===== config.mk =====
export PLATFORM = sky130hd
export DESIGN_NAME = uart_tx_arbiter
export DESIGN_NICKNAME = d
export VERILOG_FILES = /design/src/rtl/uart_pkg.sv /design/src/rtl/rr_priority_picker.sv /design/src/rtl/uart_tx_arbiter.sv
export SDC_FILE = /design/constraint.sdc
export NUM_CORES = 1
export LEC_CHECK = 0
export BUFFER_PORTS_ARGS = -buffer_cell sky130_fd_sc_hd__buf_2
export CAP_MARGIN = 5
export CORE_MARGIN = 2
export CORE_UTILIZATION = 45
export CTS_CLUSTER_SIZE = 40
export DETAILED_ROUTE_END_ITERATION = 7
export GPL_TIMING_DRIVEN = 0
export PLACE_DENSITY = 0.81
export SLEW_MARGIN = 15
export SYNTH_ARGS = -nofsm -noshare
export SYNTH_HDL_FRONTEND = slang
export SYNTH_SLANG_ARGS = --single-unit
export TNS_END_PERCENT = 30

===== constraint.sdc =====
create_clock -name clk -period 4.5 [get_ports clk]
set_clock_uncertainty 0.2 [all_clocks]
set_input_delay 0.45 -clock clk [delete_from_list [all_inputs] [get_ports clk]]
set_output_delay 0.45 -clock clk [all_outputs]
set_load 0.03 [all_outputs]

===== src/rtl/uart_pkg.sv =====
// Shared types and defaults for the UART transmit arbiter.
// The stall timeout is built only when UART_ARB_TIMEOUT_EN is defined.
package uart_pkg;

  typedef enum logic [1:0] {
    ST_IDLE = 2'd0,
    ST_SEND = 2'd1,
    ST_HOLD = 2'd2
  } arb_state_e;

  localparam int DEF_NUM_REQ        = 4;
  localparam int DEF_DATA_BITS      = 8;
  localparam int DEF_TIMEOUT_CYCLES = 1024;

  // Increment with wrap at n, used to advance the round-robin pointer.
  function automatic int wrap_inc(int v, int n);
    return (v + 1 >= n) ? 0 : v + 1;
  endfunction

endpackage


===== src/rtl/rr_priority_picker.sv =====
// Combinational round-robin picker: the first set request at or after ptr
// (wrapping) wins; the result is one-hot, or all-zero with no requests.
module rr_priority_picker #(
  parameter int NUM_REQ = 4,
  parameter int PTR_W   = $clog2(NUM_REQ)
) (
  input  logic [NUM_REQ-1:0] req,
  input  logic [PTR_W-1:0]   ptr,
  output logic [NUM_REQ-1:0] winner
);

  logic [NUM_REQ-1:0] rot;
  logic [NUM_REQ-1:0] rot_oh;

  // Rotate so ptr sits at bit 0, isolate the lowest set bit, rotate back.
  always_comb begin
    rot    = NUM_REQ'({req, req} >> ptr);
    rot_oh = rot & (~rot + NUM_REQ'(1));
    winner = NUM_REQ'(({rot_oh, rot_oh} << ptr) >> NUM_REQ);
  end

endmodule


===== src/rtl/uart_tx_arbiter.sv =====
// Packet-level round-robin arbiter sharing one UART TX holding register.
// Define UART_ARB_TIMEOUT_EN to add the mid-packet stall timeout.
module uart_tx_arbiter
  import uart_pkg::*;
#(
  parameter int NUM_REQ        = DEF_NUM_REQ,
  parameter int DATA_BITS      = DEF_DATA_BITS,
  parameter int TIMEOUT_CYCLES = DEF_TIMEOUT_CYCLES
) (
  input  logic                          clk,
  input  logic                          reset,
  input  logic [NUM_REQ-1:0]            reqValid,
  input  logic [NUM_REQ*DATA_BITS-1:0]  reqData,
  input  logic [NUM_REQ-1:0]            reqLast,
  output logic [NUM_REQ-1:0]            reqReady,
  output logic [NUM_REQ-1:0]            grant,
  output logic                          fifoWrite,
  output logic [DATA_BITS-1:0]          fifoWData,
  input  logic                          txFull,
  output logic                          busy,
`ifdef UART_ARB_TIMEOUT_EN
  output logic                          timeoutErr,
  input  logic                          errClear,
`endif
  output arb_state_e                    dbg_state,
  output logic [$clog2(NUM_REQ)-1:0]    dbg_rr_ptr
);

  localparam int IDX_W = $clog2(NUM_REQ);

  if (NUM_REQ < 2 || NUM_REQ > 8 || TIMEOUT_CYCLES < 2) begin : g_bad_cfg
    $error("uart_tx_arbiter: unsupported NUM_REQ or TIMEOUT_CYCLES");
  end

  arb_state_e         state_q;
  logic [NUM_REQ-1:0] grant_q;
  logic [IDX_W-1:0]   owner_q;
  logic [IDX_W-1:0]   rr_ptr_q;
  logic [IDX_W-1:0]   next_ptr;
  logic               last_q;

  logic [NUM_REQ-1:0]   winner;
  logic [IDX_W-1:0]     win_idx;
  logic [DATA_BITS-1:0] sel_data;
  logic                 sel_valid;
  logic                 sel_last;
  logic                 accept;
  logic                 timeout_hit;

  rr_priority_picker #(
    .NUM_REQ (NUM_REQ),
    .PTR_W   (IDX_W)
  ) u_picker (
    .req    (reqValid),
    .ptr    (rr_ptr_q),
    .winner (winner)
  );

  always_comb begin
    win_idx = '0;
    for (int i = 0; i < NUM_REQ; i++) begin
      if (winner[i]) win_idx = IDX_W'(i);
    end
  end

  always_comb begin
    sel_data = '0;
    for (int i = 0; i < NUM_REQ; i++) begin
      if (grant_q[i]) sel_data = reqData[i*DATA_BITS +: DATA_BITS];
    end
  end

  assign sel_valid = |(grant_q & reqValid);
  assign sel_last  = |(grant_q & reqLast);
  assign next_ptr  = IDX_W'(wrap_inc(32'(owner_q), NUM_REQ));

  // Handshake: a byte moves when reqValid[i] & reqReady[i]; ready is only
  // offered to the owner in SEND with room in the holding register, and
  // that same cycle is the fifoWrite strobe.
  assign reqReady  = (state_q == ST_SEND && !txFull) ? grant_q : '0;
  assign accept    = |(reqReady & reqValid);
  assign fifoWrite = accept;
  assign fifoWData = accept ? sel_data : '0;

  assign grant      = grant_q;
  assign busy       = |grant_q;
  assign dbg_state  = state_q;
  assign dbg_rr_ptr = rr_ptr_q;

  // HOLD after every accept gives txFull one cycle to reflect the write.
  always_ff @(posedge clk or posedge reset) begin
    if (reset) begin
      state_q  <= ST_IDLE;
      grant_q  <= '0;
      owner_q  <= '0;
      rr_ptr_q <= '0;
      last_q   <= 1'b0;
    end else begin
      case (state_q)
        ST_IDLE: begin
          if (|reqValid) begin
            grant_q <= winner;
            owner_q <= win_idx;
            state_q <= ST_SEND;
          end
        end
        ST_SEND: begin
          if (accept) begin
            last_q  <= sel_last;
            state_q <= ST_HOLD;
          end else if (timeout_hit) begin
            grant_q  <= '0;
            rr_ptr_q <= next_ptr;
            state_q  <= ST_IDLE;
          end
        end
        ST_HOLD: begin
          if (last_q) begin
            grant_q  <= '0;
            rr_ptr_q <= next_ptr;
            state_q  <= ST_IDLE;
          end else begin
            state_q <= ST_SEND;
          end
        end
        default: begin
          grant_q <= '0;
          state_q <= ST_IDLE;
        end
      endcase
    end
  end

`ifdef UART_ARB_TIMEOUT_EN
  localparam int CNT_W = $clog2(TIMEOUT_CYCLES);

  logic [CNT_W-1:0] stall_cnt_q;
  logic             timeout_err_q;
  logic             stall;

  // Only an owner that is silent while the UART has room counts as stalled.
  assign stall       = (state_q == ST_SEND) && !txFull && !sel_valid;
  assign timeout_hit = stall && (stall_cnt_q == CNT_W'(TIMEOUT_CYCLES - 1));
  assign timeoutErr  = timeout_err_q;

  always_ff @(posedge clk or posedge reset) begin
    if (reset) begin
      stall_cnt_q   <= '0;
      timeout_err_q <= 1'b0;
    end else begin
      if (accept || timeout_hit) begin
        stall_cnt_q <= '0;
      end else if (stall) begin
        stall_cnt_q <= stall_cnt_q + CNT_W'(1);
      end
      if (timeout_hit) begin
        timeout_err_q <= 1'b1;
      end else if (errClear) begin
        timeout_err_q <= 1'b0;
      end
    end
  end
`else
  assign timeout_hit = 1'b0;
`endif

endmodule


After elaboration in Yosys (flattened, before gate mapping)
Cells that the tools add are included.
{"block": "classes", "add_sub_neg": 2, "n_lt_le_gt_ge": 1, "eq_ne": 5, "shift": 2, "mux": 17, "n_bitwise": 5, "n_reduce_logical": 12}
{"op": "$mux 8", "count": 5}
{"op": "$reduce_or 4->1", "count": 4}
{"op": "$and 4x4->4", "count": 3}
{"op": "$mux 4", "count": 3}
{"op": "$pmux 4 s3", "count": 1}
{"op": "$mux 2", "count": 5}
{"op": "$reduce_and 2->1", "count": 4}
{"op": "$shl 8x2->8", "count": 1}
{"op": "$shr 8x2->4", "count": 1}
{"op": "$ne 2x2->1 const B", "count": 3}
{"op": "$pmux 2 s3", "count": 1}
{"op": "$add 4x1->4 const B", "count": 1}
{"op": "$not 4->4", "count": 1}
{"op": "$add 2x1->3 const B", "count": 1}
{"op": "$ge 3x3->1 const B", "count": 1}
{"op": "$reduce_and 3->1", "count": 1}
{"op": "$eq 2x1->1 const B", "count": 1}
{"op": "$eq 2x2->1 const B", "count": 1}
{"op": "$logic_not 2->1", "count": 1}
{"op": "$mux 1", "count": 2}
{"op": "$logic_and 1x1->1", "count": 1}
{"op": "$logic_not 1->1", "count": 1}
{"op": "$not 1->1", "count": 1}
{"block": "totals", "regBits": 11, "in_bits": 43, "output_inout_bits": 22, "wordCells": 49}

Depth between registers and ports, before layout
Gate-level depths: netlist (run 1).
{"block": "logic_depth", "ltp_word": 8, "ltp_mapped": 5, "depth_no_buf": 4}

Hierarchy
Synthesis (run 1) repeated with hierarchy kept, for this count alone.
{"block": "unflattened", "hier_cells": 133, "area_unflattened_um2": 1064.8}
{"module": "uart_tx_arbiter", "n_inst": 1, "cells_each": 117, "area_per_inst_um2": 965.9, "seq_area_each_um2": 275.3}
{"module": "rr_priority_picker", "n_inst": 1, "cells_each": 16, "area_per_inst_um2": 98.8, "seq_area_each_um2": 0.0}

Least setup slack after synthesis (run 1)
No wires, ideal clock.
{"block": "synth_path", "path_kind": "register to output", "start": "register grant_q[0] (netlist: grant[0])", "end": "output fifoWData[0]", "arrival_time_ps": 1655, "t_required_ps": 3850, "path_slack_ps": 2195, "stages_incl_launch_ff": 5, "path_buffers": 1, "cell_sequence": "dfrtp_1 > a22oi_2 > a211o_1 > buf_6 > nor3_2"}
{"block": "synth_between", "elab_chain_cells": 5, "word_cells_on_any_way": 8, "classes_between": "mux: 6; bitwise: 1; reduce/logical: 1"}
{"element": "start, declared", "line_no": "uart_tx_arbiter.sv:36", "text": "logic [NUM_REQ-1:0] grant_q;"}
{"element": "start signal, assigned", "line_no": "uart_tx_arbiter.sv:102", "text": "grant_q <= winner;"}
{"element": "$mux 8 (4 in a row)", "line_no": "uart_tx_arbiter.sv:69", "text": "if (grant_q[i]) sel_data = reqData[i*DATA_BITS +: DATA_BITS];"}
{"element": "$mux 8 (*)", "line_no": "uart_tx_arbiter.sv:83", "text": "assign fifoWData = accept ? sel_data : '0;"}
{"element": "end, declared", "line_no": "uart_tx_arbiter.sv:18", "text": "output logic [DATA_BITS-1:0] fifoWData,"}
Mark *: on every way between the ends. The rest lies on a longest branch, timed or not.

Worst setup path in the final report (run 1)
{"block": "layout_path", "start": "register state_q[1] (netlist: dbg_state[1])", "end": "output fifoWData[5]"}
{"block": "layout_between", "elab_chain_cells": 6}
{"element": "start, declared", "line_no": "uart_tx_arbiter.sv:35", "text": "arb_state_e state_q;"}
{"element": "start signal, assigned", "line_no": "uart_tx_arbiter.sv:93", "text": "state_q <= ST_IDLE;"}
{"element": "start signal, assigned", "line_no": "uart_tx_arbiter.sv:104", "text": "state_q <= ST_SEND;"}
{"element": "start signal, assigned", "line_no": "uart_tx_arbiter.sv:110", "text": "state_q <= ST_HOLD;"}
{"element": "$eq 2x1->1", "line_no": "uart_tx_arbiter.sv:80", "text": "assign reqReady = (state_q == ST_SEND && !txFull) ? grant_q : '0;"}
{"element": "$logic_and 1x1->1", "line_no": "uart_tx_arbiter.sv:80"}
{"element": "$mux 4", "line_no": "uart_tx_arbiter.sv:80"}
{"element": "$and 4x4->4", "line_no": "uart_tx_arbiter.sv:81", "text": "assign accept = |(reqReady & reqValid);"}
{"element": "$reduce_or 4->1", "line_no": "uart_tx_arbiter.sv:81"}
{"element": "$mux 8", "line_no": "uart_tx_arbiter.sv:83"}
No other way between the ends.

==> impl_metrics.csv, run 1 <==
group,metric,value,unit
synthesis,syn_area,999.7,um2
synthesis,synthSimpleGateAreaFrac,21.03,%
grt,grt_pass1_vias,957,
routing,drt_iter0_markers,27,
cells_and_area,final_layout_size_suffix_gt1_share,50.57,%
worst_setup_path,arrival,1.80,ns
hold_path,hold_path_end,"grant[0]",
worst_setup_path,r2r_setup_slack,2.90,ns
sta,finalSetupViolCount,0,
cells_and_area,multi_input_area,624.3,um2
worst_setup_path,reg2regPathDepth,5,
synthesis,synth-seq-cells,11,
hold_path,min_path_type,"in -> reg",
clock_tree,cts_buffer_depth,2,
grt,grt_usage,22.19,%
routing,antenna_left,0,
routing,first_pass_iters,4,
synthesis,synth_top_family_by_area,"compound AO/OA/AOI/OAI gates",
worst_setup_path,cp-end-kind,"output pin",
grt,grt_pass1_wl,4409,um
sta,slew-limit-headroom,67.54,%
clock_tree,cts_htree_levels,1,
floorplanning,die_x,51.14,um
power,p_leak,0.6906,nW
worst_setup_path,worstSetupStartpointType,"flop",
clock_tree,cts_made_buffers,3,
synthesis,synth_area_leaders,"dfrtp_1 (28%), nor3_2 (8.0%), a221oi_1 (7.9%)",
clock_tree,cts.reportedPaths.clkPinSlew,0.07,ns
cells_and_area,syn2layout_area_growth,37.17,%
routing,drc_errors,0,
hold_path,holdCritStartpoint,"reqValid[0]",
power,powerDensity,144.8,nW/um2
grt,grt_max_degree,12,
synthesis,synth_compound_area_share,36.92,%
hold_path,hold_depth,3,
floorplanning,core_area,2148,um2
place,placed_area,1335,um2
clock_tree,cts_tree,"built",
cells_and_area,seq_area,275.3,um2
floorplanning,fp.dieH,51.14,um
clock_tree,clk_latency,0.27,ns
grt,grt.overflow.total,0,
cells_and_area,antennaDiodeCount,0,
cells_and_area,fin_area,1371,um2
routing,vias,1131,
cells_and_area,nets,221,
worst_setup_path,max_stage_delay,0.44,ns
cells_and_area,final_common_cell,"buf_2",
synthesis,synthArstFlopShare,100.0,%
place,gp_congestion,0.8122,
synthesis,synth-main-ff-cell,"dfrtp_1",
run_status,outcome,"completed",
synthesis,synth_area_leader_cell,"dfrtp_1",
grt,antenna_found_initial,0,
clock_tree,postCtsSetupBuffers,0,
synthesis,synthMuxAreaShare,2.253,%
worst_setup_path,crit_chain,"nand2b_1 > a211o_1 > buf_6 > nor3_2 > buf_2",
floorplanning,start_util,46.53,%
synthesis,ys_seq_area_share,27.53,%
sta,rsz0062_at_grt,"false",
floorplanning,ios,65,
run,max-cap-violations,0,
synthesis,netlist_instances,111,
synthesis,yosys_warnings,0,
clock_tree,clkSinkCount,11,
place,portBuffers,60,
sta,fmax,408.8,MHz
floorplanning,die_area,2615,um2
routing,vias_per_cell,5.544,
place,place_ws,2.264,ns
sta,layout_setup_ws,2.054,ns
synthesis,syn_area_per_cell,9.006,um2
sta,finalCritPeriodShare,54.35,%
cells_and_area,mostFrequentLayoutCells,"buf_2 (62), dfrtp_1 (11), o22ai_1 (9), a221oi_1 (9), nor3_2 (8)",
cells_and_area,fin_util,63.83,%
worst_setup_path,cp_slowest_cell,"dfrtp_1",
cells_and_area,n_fill_cell,186,
worst_setup_path,worstPathMaxFanout,10,
synthesis,synth_fp_nets,155,
sta,period_needed,2.446,ns
floorplanning,core.rowCount,17,
synthesis,synth_fa_ha_area_share,2.253,%
synthesis,synth_enable_flop_cells,0,
worst_setup_path,rr_endpoint,"owner_q[0]",
synthesis,synth-xor-area-share,0,%
sta,drv_slew,0,
power,ir_worst_vdd,0.0001804,V
worst_setup_path,criticalPathCategory,"reg -> out",
routing,routed_wl,2922,um
worst_setup_path,required,3.85,ns
sta,hold_violations,0,
place,dp_hpwl,2328,um
routing,wl_per_cell,14.32,um
synthesis,yosysUniqueCellTypes,40,
worst_setup_path,r2r_start,"dbg_rr_ptr[1]",
clock_tree,cts_root_buf,"clkbuf_4",
sta,tightest_slew,0.4852,ns
sta,finalSetupTns,0,ns
synthesis,yosys.area.top_type_share,27.53,%
power,finalPower,0.1986,mW
==> layout make-up <==
type / instances / area share, %
multi-input cells: 84 / 45.53
repair buffers: 61 / 22.63
flip-flops and latches: 11 / 20.07
plain buffers: 10 / 5.657
well taps: 28 / 2.555
clock buffers: 4 / 1.916
inverters: 6 / 1.642
==> where the power goes <==
part	switching, mW	internal (mW)
logic	0.0150	0.0177
clock network	0.0328	0.0343
registers	0	0.0988
total	0.0478	0.151
==> what timing repair did <==
action,4_1_cts,5_1_grt
setup endpoints to repair,0,0
endpoints found under the hold margin,11,0
hold buffers,1,0
gates resized for setup,0,0
==> synthesized netlist by cell type (all sizes together), types with 3 or more instances <==
library cell and number:
o22ai 9, nor3 9, dfrtp 11, nand2 5, a221oi 9, inv 6
a21oi 6, buf 9, nor2 5, o21ai 5, nor2b 3, and2 3
nand3 3
==> flip-flops by register name, indices dropped and copies added, names as in the netlist <==
name and count:
grant 4, owner_q 2, last_q 1, dbg_state 2, dbg_rr_ptr 2
==> worst max-delay path by stage <==
stage                 startpoint            to  slack (ns)
floorplan               grant[0]  fifoWData[0]        2.20
global placement     reqValid[0]  fifoWData[5]        2.28
detailed placement   reqValid[0]  fifoWData[5]        2.26
CTS                 dbg_state[1]  fifoWData[5]        2.06
global route            grant[2]  fifoWData[2]        1.95
finish              dbg_state[1]  fifoWData[5]        2.05
==> metrics by stage <==
step,hold WS [ns],cells
3_3_place_gp,0.2464,199
5_1_grt,0.2743,204
4_1_cts,0.2582,204
3_5_place_dp,0.2620,199
6_report,0.2536,204
2_1_floorplan,0.1024,111
==> logic make-up after synthesis <==
group	Yosys count
buffers and inverters	16
AO/OA/AOI/OAI	47
flip-flops	11
adder cells (fa/ha/maj)	2
AND/OR/NAND/NOR	33
multiplexers	2
==> critical path: cells and delay by family (launching register included) <==
kind | cells | cell delay, ns
simple gates | 2 | 0.40
flops | 1 | 0.44
buf+inv | 2 | 0.39
compound gates | 1 | 0.29
==> layer usage <==
metal	vias to the layer above	wire [um]	part of all wire, %	global-route usage [%]
met3	2	96	3.3	3.801
met4	0	23	0.79	6.306
met2	28	1454	50	33.55
met5	-	0	0	0
li1	561	-	-	-
met1	540	1349	46	32.29
(Power assumes the default switching activity.)
==> run 2: changes to the inputs <==
--- a/config.mk
+++ b/config.mk
@@ -8,11 +8,11 @@
 export BUFFER_PORTS_ARGS = -buffer_cell sky130_fd_sc_hd__buf_2
 export CAP_MARGIN = 5
 export CORE_MARGIN = 2
-export CORE_UTILIZATION = 45
+export CORE_UTILIZATION = 42
 export CTS_CLUSTER_SIZE = 40
 export DETAILED_ROUTE_END_ITERATION = 7
 export GPL_TIMING_DRIVEN = 0
-export PLACE_DENSITY = 0.81
+export PLACE_DENSITY = 0.76
 export SLEW_MARGIN = 15
 export SYNTH_ARGS = -nofsm -noshare
 export SYNTH_HDL_FRONTEND = slang
==> constraint.sdc (replaced) <==
create_clock -name clk -period 2.31 [get_ports clk]
set_clock_uncertainty 0.2 [all_clocks]
set_input_delay 0.231 -clock clk [delete_from_list [all_inputs] [get_ports clk]]
set_output_delay 0.231 -clock clk [all_outputs]
set_load 0.03 [all_outputs]
==> impl_metrics.csv, run 2 (same netlist as run 1, synthesis figures left out) <==
group,metric,value,unit
run_status,outcome,"completed",
routing,routed_wl,2940,um
hold_path,holdCritStartpoint,"reqValid[0]",
cells_and_area,final_layout_size_suffix_gt1_share,51.70,%
clock_tree,cts_made_buffers,3,
sta,drv_slew,0,
clock_tree,cts_htree_levels,1,
hold_path,hold_depth,3,
grt,grt_pass1_vias,996,
place,portBuffers,60,
floorplanning,die_x,52.79,um
sta,slew-limit-headroom,64.82,%
routing,vias,1143,
routing,antenna_left,0,
worst_setup_path,required,1.88,ns
sta,finalSetupViolCount,0,
cells_and_area,fin_area,1379,um2
place,placed_area,1335,um2
sta,hold_violations,0,
cells_and_area,final_common_cell,"buf_2",
grt,grt_usage,22.05,%
hold_path,hold_path_end,"grant[0]",
grt,grt_max_degree,12,
clock_tree,postCtsSetupBuffers,0,
worst_setup_path,worstSetupStartpointType,"flop",
sta,finalCritPeriodShare,95.17,%
worst_setup_path,criticalPathCategory,"reg -> out",
worst_setup_path,r2r_start,"dbg_rr_ptr[1]",
power,finalPower,0.3904,mW
worst_setup_path,critPathBufInv,2,
sta,rsz0062_at_grt,"false",
worst_setup_path,crit_chain,"nand2b_1 > a211o_1 > buf_6 > nor3_2 > buf_2",
worst_setup_path,reg2regPathDepth,5,
cells_and_area,largest_register_ff_count,4,
grt,grt.overflow.total,0,
cells_and_area,mostFrequentLayoutCells,"buf_2 (62), dfrtp_1 (11), o22ai_1 (9)",
floorplanning,ios,65,
place,gp_congestion,0.8365,
worst_setup_path,arrival,1.77,ns
worst_setup_path,path_delay_family,"flip-flops",
floorplanning,core.rowCount,17,
worst_setup_path,cp_slowest_cell,"dfrtp_1",
routing,wl_per_cell,14.41,um
floorplanning,die_area,2786,um2
sta,finalSetupTns,0,ns
cells_and_area,nets,221,
routing,drc_errors,0,
floorplanning,start_util,44.76,%
sta,fmax,454.9,MHz
grt,grt_pass1_wl,4519,um
cells_and_area,syn2layout_area_growth,37.92,%
worst_setup_path,critical_path_depth,5,
sta,period_needed,2.198,ns
worst_setup_path,cp-end-kind,"output pin",
routing,drt_iter0_markers,21,
clock_tree,cts.reportedPaths.clkPinSlew,0.07,ns
sta,tightest_slew,0.5259,ns
power,powerDensity,283.2,nW/um2
floorplanning,fp.dieH,52.79,um
power,p_leak,0.6961,nW
worst_setup_path,critical_path.startpoint,"dbg_state[1]",
clock_tree,clkSinkCount,11,
floorplanning,core_area,2233,um2
worst_setup_path,worstPathMaxFanout,10,
worst_setup_path,r2r_setup_slack,0.71,ns
power,ir_worst_vdd,0.0003679,V
clock_tree,clk_latency,0.28,ns
grt,antenna_found_initial,0,
place,dp_hpwl,2366,um
hold_path,min_path_type,"in -> reg",
run,max-cap-violations,0,
cells_and_area,antennaDiodeCount,0,
clock_tree,cts_tree,"built",
routing,first_pass_iters,4,
worst_setup_path,rr_endpoint,"owner_q[0]",
worst_setup_path,max_stage_delay,0.43,ns
clock_tree,cts_root_buf,"clkbuf_4",
routing,vias_per_cell,5.603,
clock_tree,cts_buffer_depth,2,
[run 2: cell type report]
class	instances	area [um2]
repair buffers	61	310.3
plain buffers	10	77.57
well taps	28	35.03
clock inverters	1	5.005
fillers	210	854.6
inverters	6	22.52
clock buffers	3	22.52
multi-input cells	84	630.6
flip-flops and latches	11	275.3
[run 2: worst min-delay path: cells and delay by family]
kind / cells / cell delay [ns]
buf+inv: 1 / 0.12
simple gates: 2 / 0.11
[run 2: layer usage]
layer	up-vias	GRT usage [%]	wire length (um)
met5	-	0	0
met4	0	6.838	54
met3	9	6.571	178
met2	27	33.33	1483
met1	544	29.90	1223
li1	563	-	-
[run 2: stage by stage]
stage | cells | hold WS (ns) | setup WS [ns] | util (%)
6_report | 204 | 0.02567 | 0.1116 | 61.74
5_1_grt | 204 | 0.02766 | 0.002497 | 61.74
4_1_cts | 204 | 0.02080 | 0.07702 | 61.46
3_3_place_gp | 199 | 0.03855 | 0.4092 | 59.78
3_5_place_dp | 199 | 0.04950 | 0.3883 | 59.78
2_1_floorplan | 111 | -0.1166 | 0.2242 | -
[run 2: worst max path at each step]
stage,slack [ns],endpoint
6_report,0.11,fifoWData[7]
5_1_grt,0.002,fifoWData[2]
2_1_floorplan,0.22,fifoWData[0]
3_3_place_gp,0.41,fifoWData[0]
4_1_cts,0.08,fifoWData[0]
3_5_place_dp,0.39,fifoWData[0]
[run 2: what timing repair did]
action                                  4_1_cts  5_1_grt
endpoints found under the setup margin        0        1
hold endpoints to repair                     11        0
hold buffers                                  1        0
resized for setup                             0        1
[run 2: power breakdown]
group	internal, mW	switching, mW
Sequential	0.192	0
Combinational	0.0345	0.0292
Clock	0.0643	0.0700
Total	0.291	0.0993
